==> src/rtl/instr_queue.sv <==
// Instruction queue between fetch and decode: circular FIFO of {instr, pc} entries with flush.
// Define INSTR_QUEUE_BYPASS_EN to let an empty queue forward the enqueued entry combinationally.
module instr_queue #(
    parameter int DEPTH = 8,
    parameter int CNTW  = $clog2(DEPTH + 1)
) (
    input  logic            clk,
    input  logic            rst,
    input  logic            flush,
    input  logic            enq_valid,
    output logic            enq_ready,
    input  logic [31:0]     enq_instr,
    input  logic [31:0]     enq_pc,
    output logic            deq_valid,
    input  logic            deq_ready,
    output logic [31:0]     deq_instr,
    output logic [31:0]     deq_pc,
    output logic [CNTW-1:0] count
);
    localparam int PW = $clog2(DEPTH);

    logic [31:0]   mem_instr [DEPTH];
    logic [31:0]   mem_pc    [DEPTH];
    logic [PW-1:0] head;
    logic [PW-1:0] tail;
    logic          bypass_hit;
    logic          enq_fire;
    logic          deq_fire;
    logic          wr_en;
    logic          rd_en;

`ifdef INSTR_QUEUE_BYPASS_EN
    // Reset must win over forwarding so deq_valid is low while rst is held.
    assign bypass_hit = (count == '0) && enq_valid && !flush && !rst;
`else
    assign bypass_hit = 1'b0;
`endif

    assign enq_ready = (count != CNTW'(DEPTH));
    assign deq_valid = (count != '0) || bypass_hit;
    assign deq_instr = bypass_hit ? enq_instr : mem_instr[head];
    assign deq_pc    = bypass_hit ? enq_pc    : mem_pc[head];

    assign enq_fire = enq_valid && enq_ready && !flush;
    assign deq_fire = deq_valid && deq_ready && !flush;
    // A forwarded entry consumed in the same cycle never touches storage.
    assign wr_en    = enq_fire && !(bypass_hit && deq_ready);
    assign rd_en    = deq_fire && !bypass_hit;

    always_ff @(posedge clk or posedge rst) begin
        if (rst) begin
            head  <= '0;
            tail  <= '0;
            count <= '0;
        end else if (flush) begin
            head  <= '0;
            tail  <= '0;
            count <= '0;
        end else begin
            if (wr_en) tail <= tail + PW'(1);
            if (rd_en) head <= head + PW'(1);
            case ({wr_en, rd_en})
                2'b10:   count <= count + CNTW'(1);
                2'b01:   count <= count - CNTW'(1);
                default: count <= count;
            endcase
        end
    end

    always_ff @(posedge clk or posedge rst) begin
        if (rst) begin
            for (int i = 0; i < DEPTH; i++) begin
                mem_instr[i] <= '0;
                mem_pc[i]    <= '0;
            end
        end else if (wr_en) begin
            mem_instr[tail] <= enq_instr;
            mem_pc[tail]    <= enq_pc;
        end
    end
endmodule

==> config.mk <==
export PLATFORM = sky130hd
export DESIGN_NAME = instr_queue
export DESIGN_NICKNAME = d
export VERILOG_FILES = /design/src/rtl/instr_queue.sv
export SDC_FILE = /design/constraint.sdc
export NUM_CORES = 1
export LEC_CHECK = 0
export CAP_MARGIN = 20
export CORE_ASPECT_RATIO = 0.5
export CORE_MARGIN = 8
export CORE_UTILIZATION = 36
export CTS_BUF_LIST = sky130_fd_sc_hd__clkbuf_4 sky130_fd_sc_hd__clkbuf_8
export DETAILED_ROUTE_END_ITERATION = 12
export PLACE_DENSITY = 0.64
export SLEW_MARGIN = 20
export SYNTH_ARGS = -nofsm -noshare
export SYNTH_HDL_FRONTEND = slang
export SYNTH_SLANG_ARGS = --single-unit
==> constraint.sdc <==
create_clock -name clk -period 19.8 [get_ports clk]
set_input_delay 1.98 -clock clk [delete_from_list [all_inputs] [get_ports clk]]
set_output_delay 1.98 -clock clk [all_outputs]
set_load 0.02 [all_outputs]
After elaboration in Yosys (flattened, before gate mapping). Index checks and enable logic that the tools add are counted.

Word-level logic and storage cells: 57. Bits of input ports: 69. Output and inout bits: 70. Register bits after elaboration: 522.

Bitwise logic cells: 2. Reductions and logical operators: 10. Eq/ne operators: 3. Magnitude comparators: 3. Multiplexer cells: 16. Add/subtract/negate cells: 4.

Operators by type and width (number): bitwise mux 256 bit (2); binary-select mux 32 bit (select 3 bit) (2); 2-to-1 mux 32 bit (5); demux 32 bit (select 3 bit) (1); 2-to-1 mux 3 bit (4); >= comparator 4 bit, second input constant (2); NOT 3 -> 4 bit (2); one-hot mux 4 bit (2 select lines) (1); adder 3 x 1 -> 3 bit, second input constant (2); logical AND 1 bit (5); adder 4 x 1 -> 4 bit, second input constant (1); < comparator 4 x 1 -> 1 bit, second input constant (1); 2-to-1 mux 4 bit (1); != test 4 bit, second input constant (1); nonzero test 2 bit (2); nonzero test 4 bit (1); subtractor 4 x 1 -> 4 bit, second input constant (1); nonzero test 3 bit (1); equality test 2 x 1 -> 1 bit, second input constant (1); equality test 2 bit, second input constant (1); zero test 1 bit (1).

Logic depth before layout (Yosys ltp).
Depth in word-level cells: 6. Depth in mapped cells: 9. Gate-level depth less buffers: 8.

Worst setup path before layout. OpenSTA, ideal clock, no wires.

Path type: reg2out. Start: register head[0]. End: output port deq_instr[0]. Data required time: 17.820 ns. Slack: 15.794 ns. Arrival time: 2.026 ns. Path buffers: 2. Stages on the path, launching flop included: 5. Path through: dfrtp_1 -> buf_2 -> buf_1 -> mux4_2 -> mux2_2.

Word-level cells in the longest chain between the ends: 4.

RTL lines: start: declaration (line 24) `logic [PW-1:0] head;`; start signal: assignment (line 61) `if (rd_en) head <= head + PW'(1);`; NOT 3 -> 4 bit (implied by the code) (line 41) `assign deq_instr = bypass_hit ? enq_instr : mem_instr[head];`; binary-select mux 32 bit (select 3 bit) (line 41); 2-to-1 mux 32 bit (implied by the code) (2 in series) (line 41); end: declaration (line 16) `output logic [31:0] deq_instr,`.

No other way between the ends. The select of a mux whose other input is x is not followed.

Final worst setup path.
Start: register head[0]. End: output port deq_instr[28].

The elaborated chain is that of the path after synthesis.

==> impl_metrics.toml <==
[routing]
antenna_left = 0
wl_per_cell_um = 21.17
drc = 0
routed-wl-met2_mm = 26.88
vias = 12550
wl_met3_mm = 1.192
top_layer = "met5"
firstDrtPassIters = 4
wl_mm = 52.36
wl_met1_mm = 23.26
viasPerCell = 5.076
drtIter0Drc = 639

[yosys]
yosysUniqueCellTypes = 33
synth-seq-area-share_pct = 55.38
yosysWarnings = 0
synth_nets = 1452
synthCells = 1378
avgSynthCellArea_um2 = 17.12
netlist_area_um2 = 23590
netlist.area_leader.share_pct = 55.38
synth_area_leaders = "dfrtp_1 55%, mux2_2 24%, mux4_2 12%"
synth.largest_area_cell = "dfrtp_1"
yosys_register_bits = 522

[power]
netSwitchingFraction_pct = 29.74
seq_power_share_pct = 41.6
p_sw_mw = 1.084
power.leakage_nw = 12.48
clockPowerShare_pct = 25.5
ir_drop_mv = 0.06771
p_per_area_nw_per_um2 = 133.7
p_int_mw = 2.561
p_comb_share_pct = 32.9

[die]
design.die.area_um2 = 74460
fp.dieH_um = 197.0
placement_rows = 66
coreArea_um2 = 64910
start_util_pct = 36.34
io_pins = 139
die_w_um = 378.0

[layout]
areaGrowthSynthToFinish_pct = 15.64
nets = 1605
postLayoutCellArea_um2 = 27270
drive_gt1_share_pct = 50.91
layout.cells.non_filler = 2473

[global_routing]
grt_overflow = 0
antenna_found_initial = 3
first_global_vias = 13640
gr-usage-all-layers_pct = 14.02
grt_max_degree = 140
grt_pass1_wl_mm = 82.40

[cts]
root_buffer = "clkbuf_8"
cts_buffers = 83
cts_tree = "built"
clk_latency_ps = 630
cts_resized = 0
clk_pin_slew_worst_paths_ps = 60
clock_path_buffers = 3
clock-sinks = 522
postCtsSetupRepairBufs = 0
htree_num_levels = 3
cts_hold_buf = 0

[hold_path]
hold_depth = 1
worstHoldPathType = "flop to flop"
min_to = "mem_pc[81]$_DFFE_PP0P_"
hold_start = "mem_pc[81]$_DFFE_PP0P_"

[worst_setup_path]
end_kind = "primary output"
r2r_cells = 5
crit_family = "buffers and inverters"
crit_buf_inv = 2
critPathSlowestCell = "dfrtp_4"
worstPathMaxFanout = 48
crit_type = "flop to primary output"
path_cells = "buf_4, mux4_2, mux2_2, clkdlybuf4s50_1"
startpoint_type = "flop"
max_stage_delay_ps = 1090
r2r_start = "count[0]$_DFFE_PP0P_"
worstPathRequired_ps = 17820
cp.arrival_ps = 3990
r2r_slack_ps = 16350
timing.rr.end = "mem_instr[52]$_DFFE_PP0P_"

[timing]
drv_slew = 0
max_freq_ghz = 0.1676
finalSetupViolCount = 0
fin_crit_sh_pct = 30.14
rsz0062_at_grt = "no"
setup-tns-final_ps = 0
tightestPinTransition_ps = 1013
hold_viol = 0
finClkSkew_ps = 25.69
fin_crit_ps = 5968
max_slew_margin_pct = 32.47

[placement]
io_buffers = 138
place_hpwl_mm = 28.86
gp_congestion = 0.6942
dp.cells = 2329
place_area_um2 = 25560

[job]
cap_violations = 0

[status]
status = "completed"
[per-layer routing]
layer	vias to the layer above	track usage, %
li1	5503	-
met1	6834	18.21
met2	131	24.27
met3	83	2.357
met4	2	3.949
met5	-	0
[worst reg2reg max path, delay by kind of cell, from the launching register on]
kind          cells  cell delay (ps)
simple gates      3             1710
buf+inv           1              680
flops             1              490
mux               1              450
[power groups by stage]
stage / sequential, mW / clock (mW) / combinational [mW]
global route: 1.56 / 1.01 / 1.28
finish: 1.52 / 0.931 / 1.20
global placement: 1.53 / 0 / 1.21
floorplan: 1.46 / 0 / 0.859
detailed placement: 1.53 / 0 / 1.22
CTS: 1.52 / 0.961 / 1.23
[cell usage after synthesis, drive strengths merged]
cell and n:
a211oi 3, mux2i 4, clkbuf 21, xor2 3, and3 2, o41ai 1, nor2b 3, buf 68
o311a 1, or4 1, a21oi 4, or4b 2, inv 1, nor3 1, xnor2 3, nand3 6
nand2b 1, dfrtp 522, ha 4, mux4 128, nor2 11, nand2 9, and4b 1, o311ai 1
fa 1, mux2 576
[layout make-up]
cell class,count,area [um2]
Timing Repair Buffer,157,1551
Fill cell,5903,37630
Clock buffer,132,1610
Tap cell,884,1106
Sequential cell,522,13070
Multi-Input combinational cell,766,9857
Clock inverter,9,60.06
Inverter,1,11.26
Antenna cell,2,5.005
[registers in the layout (all words and copies together) (netlist names)]
signal     cells
count          4
mem_instr    256
head           3
tail           3
mem_pc       256
[through the flow]
step | worst slack (ps) | hold slack (ps) | utilization [%] | total power [mW]
after floorplan | 3237 | 458.7 | - | 2.314
after global placement | 14340 | 468.0 | 39.39 | 2.734
after detailed placement | 14350 | 476.1 | 39.39 | 2.757
after CTS | 13720 | 488.8 | 41.96 | 3.706
after global routing | 13570 | 502.7 | 42.02 | 3.844
final | 13830 | 483.9 | 42.02 | 3.645
[how the worst max path moves through the flow]
stage | slack, ps | start | end | cells past startpoint
after floorplan | 3240 | rst | count[0]$_DFFE_PP0P_ | 1
after global placement | 14340 | rst | head[2]$_DFFE_PP0P_ | 4
after detailed placement | 14350 | rst | head[2]$_DFFE_PP0P_ | 4
after CTS | 13720 | head[1]$_DFFE_PP0P_ | deq_pc[11] | 4
after global routing | 13570 | head[1]$_DFFE_PP0P_ | deq_pc[13] | 4
final | 13830 | head[0]$_DFFE_PP0P_ | deq_instr[28] | 4
[logic make-up (layout without fill, tap and decap cells)]
| kind of cell | after synthesis | count (layout) | share of synthesized area, % |
|---|---|---|---|
| compound gates | 10 | 10 | 0.2971 |
| other cells | 0 | 2 | 0 |
| mux | 708 | 708 | 39.89 |
| simple gates | 37 | 37 | 1.082 |
| flops | 522 | 522 | 55.38 |
| fa+ha+maj | 5 | 5 | 0.2971 |
| buf+inv | 90 | 299 | 2.822 |
| xor+xnor | 6 | 6 | 0.2229 |
[cells in the final DEF, fill, tap and decap left out, types with 2 or more instances in the layout]
cell type and n:
nand2_1 3, buf_6 2, mux4_2 128, nand3_1 4
a211oi_1 3, clkbuf_8 99, nor2_1 11, diode_2 2
nand2_4 6, mux2i_1 4, nand3_4 2, ha_1 4
mux2_1 69, clkdlybuf4s50_1 138, nor2b_1 3, xnor2_1 3
clkinvlp_4 3, dfrtp_1 519, mux2_2 507, a21oi_1 4
buf_4 16, clkbuf_4 33, xor2_1 3, dfrtp_4 3
inv_6 2, and3_1 2, clkinv_2 4
(Power assumes the default switching activity.)
==> RTL change (config.mk and constraints unchanged) <==
Build with the macro `INSTR_QUEUE_BYPASS_EN` defined.
--- a/src/rtl/instr_queue.sv
+++ b/src/rtl/instr_queue.sv
@@ -1,5 +1,7 @@
 // Instruction queue between fetch and decode: circular FIFO of {instr, pc} entries with flush.
 // Define INSTR_QUEUE_BYPASS_EN to let an empty queue forward the enqueued entry combinationally.
+`define INSTR_QUEUE_BYPASS_EN
+
 module instr_queue #(
     parameter int DEPTH = 8,
     parameter int CNTW  = $clog2(DEPTH + 1)
Formal check against the unedited RTL: not equivalent (a bounded check fails within 4 cycles, from zero or initial values and one cycle with rst high).
==> RTL change against the unedited design <==
Area after synthesis rose by 3.5%; setup slack worse by 1.4 ns; total power is 0.77% lower; clock skew down 0.0037 ns; register-to-register slack improved by 0.10 ns; sequential cell count did not move; design area up 3.4%; critical path depth up 2; highest routed layer unchanged; clock power is 3.2% higher; routed wire length up 2.3%; critical endpoint is now deq_pc[16]; sequential share of layout area is 1.6 points lower.
==> RTL change: results (changes against the unedited design) <==
[yosys]
synth_xor_area_share_pct = 0.1795  ; was 0.2228%
syn_nets = 1616  ; was 1452
yosysSeqAreaShare_pct = 53.53  ; was 55.38%
ys_top_cells_by_count = 522 x dfrtp_1, 383 x mux2_2, 128 x mux4_2, 74 x nor2_1, 69 x mux2_1  ; was 522 x dfrtp_1, 507 x mux2_2, 128 x mux4_2, 69 x mux2_1, 36 x buf_6
synth.area.top_cells = dfrtp_1 54%, mux2_2 18%, mux4_2 12%  ; was dfrtp_1 55%, mux2_2 24%, mux4_2 12%
syn_avg_cell_area_um2 = 15.82  ; was 17.12 µm²

[final_layout]
nets = 1748  ; was 1605
diodes = 1  ; was 2
n_fill_cell = 5997  ; was 5903
num-multi-input-gates = 906  ; was 766

[worst_setup_path]
critPathSlowestCell = clkdlybuf4s50_1  ; was dfrtp_4
rr_endpoint = mem_instr[133]  ; was mem_instr[52]
cp_data_arrival_time_ns = 5.36  ; was 3.99 ns
r2r_cells = 6  ; was 5
crit_path_max_incr_delay_ns = 0.67  ; was 1.09 ns

[pwr]
p_per_area_mw_per_mm2 = 128.3  ; was 133.7 mW/mm²
internal_power_w = 0.002546  ; was 0.002561 W
ir_worst_vdd_v = 0.00005183  ; was 0.00006771 V

[drt]
drtIter0Drc = 657  ; was 639
num_vias = 13369  ; was 12553
viasPerCell = 5.077  ; was 5.076
met1Wirelength_um = 23920  ; was 23260 µm

[global_route]
grtUsageTotal_pct = 13.87  ; was 14.02%
use_met1_pct = 17.95  ; was 18.21%
use_met2_pct = 23.85  ; was 24.27%
antenna_found_initial = 2  ; was 3
grt_max_degree = 178  ; was 140

[run_status]
status = finished, final reports clean  ; unchanged

[min_path]
min_to = mem_pc[144]  ; was mem_pc[81]

[placement]
dpl_cell_area_mm2 = 0.02643  ; was 0.02556 mm²
dp_cells = 2487  ; was 2329
dp_hpwl_um = 29520  ; was 28860 µm
place_ws_ns = 12.29  ; was 14.35 ns

[sta]
max_slew_margin_pct = 25.46  ; was 32.47%
finalClockSkew_ns = 0.02199  ; was 0.02569 ns

## RTL change: cell types whose count changed after synthesis, moves of 12 or more
cell,before,now
buf_6,36,24
buf_2,4,27
a21oi_1,4,68
clkbuf_1,21,33
nor2_1,11,74
mux2_4,0,60
mux2i_1,4,65
mux2_2,507,383
## RTL change: cells by family (layout without fill, tap and decap cells)
kind of cell    Yosys count  after routing
compound gates           86             86
xor+xnor                  5              5
fa+ha+maj                 5              5
buf+inv                 115            307
flops                   522            522
mux                     705            705
other cells               0              1
simple gates            105            105
## RTL change: how the worst max path moves through the flow
stage | from | to | slack, ns | cells past startpoint
3_3_place_gp | rst | deq_pc[16] | 12.30 | 6
5_1_grt | rst | deq_pc[16] | 12.06 | 6
2_1_floorplan | rst | count[0] | 3.22 | 1
6_report | rst | deq_pc[16] | 12.46 | 6
4_1_cts | rst | deq_pc[16] | 12.27 | 6
3_5_place_dp | rst | deq_pc[16] | 12.29 | 6
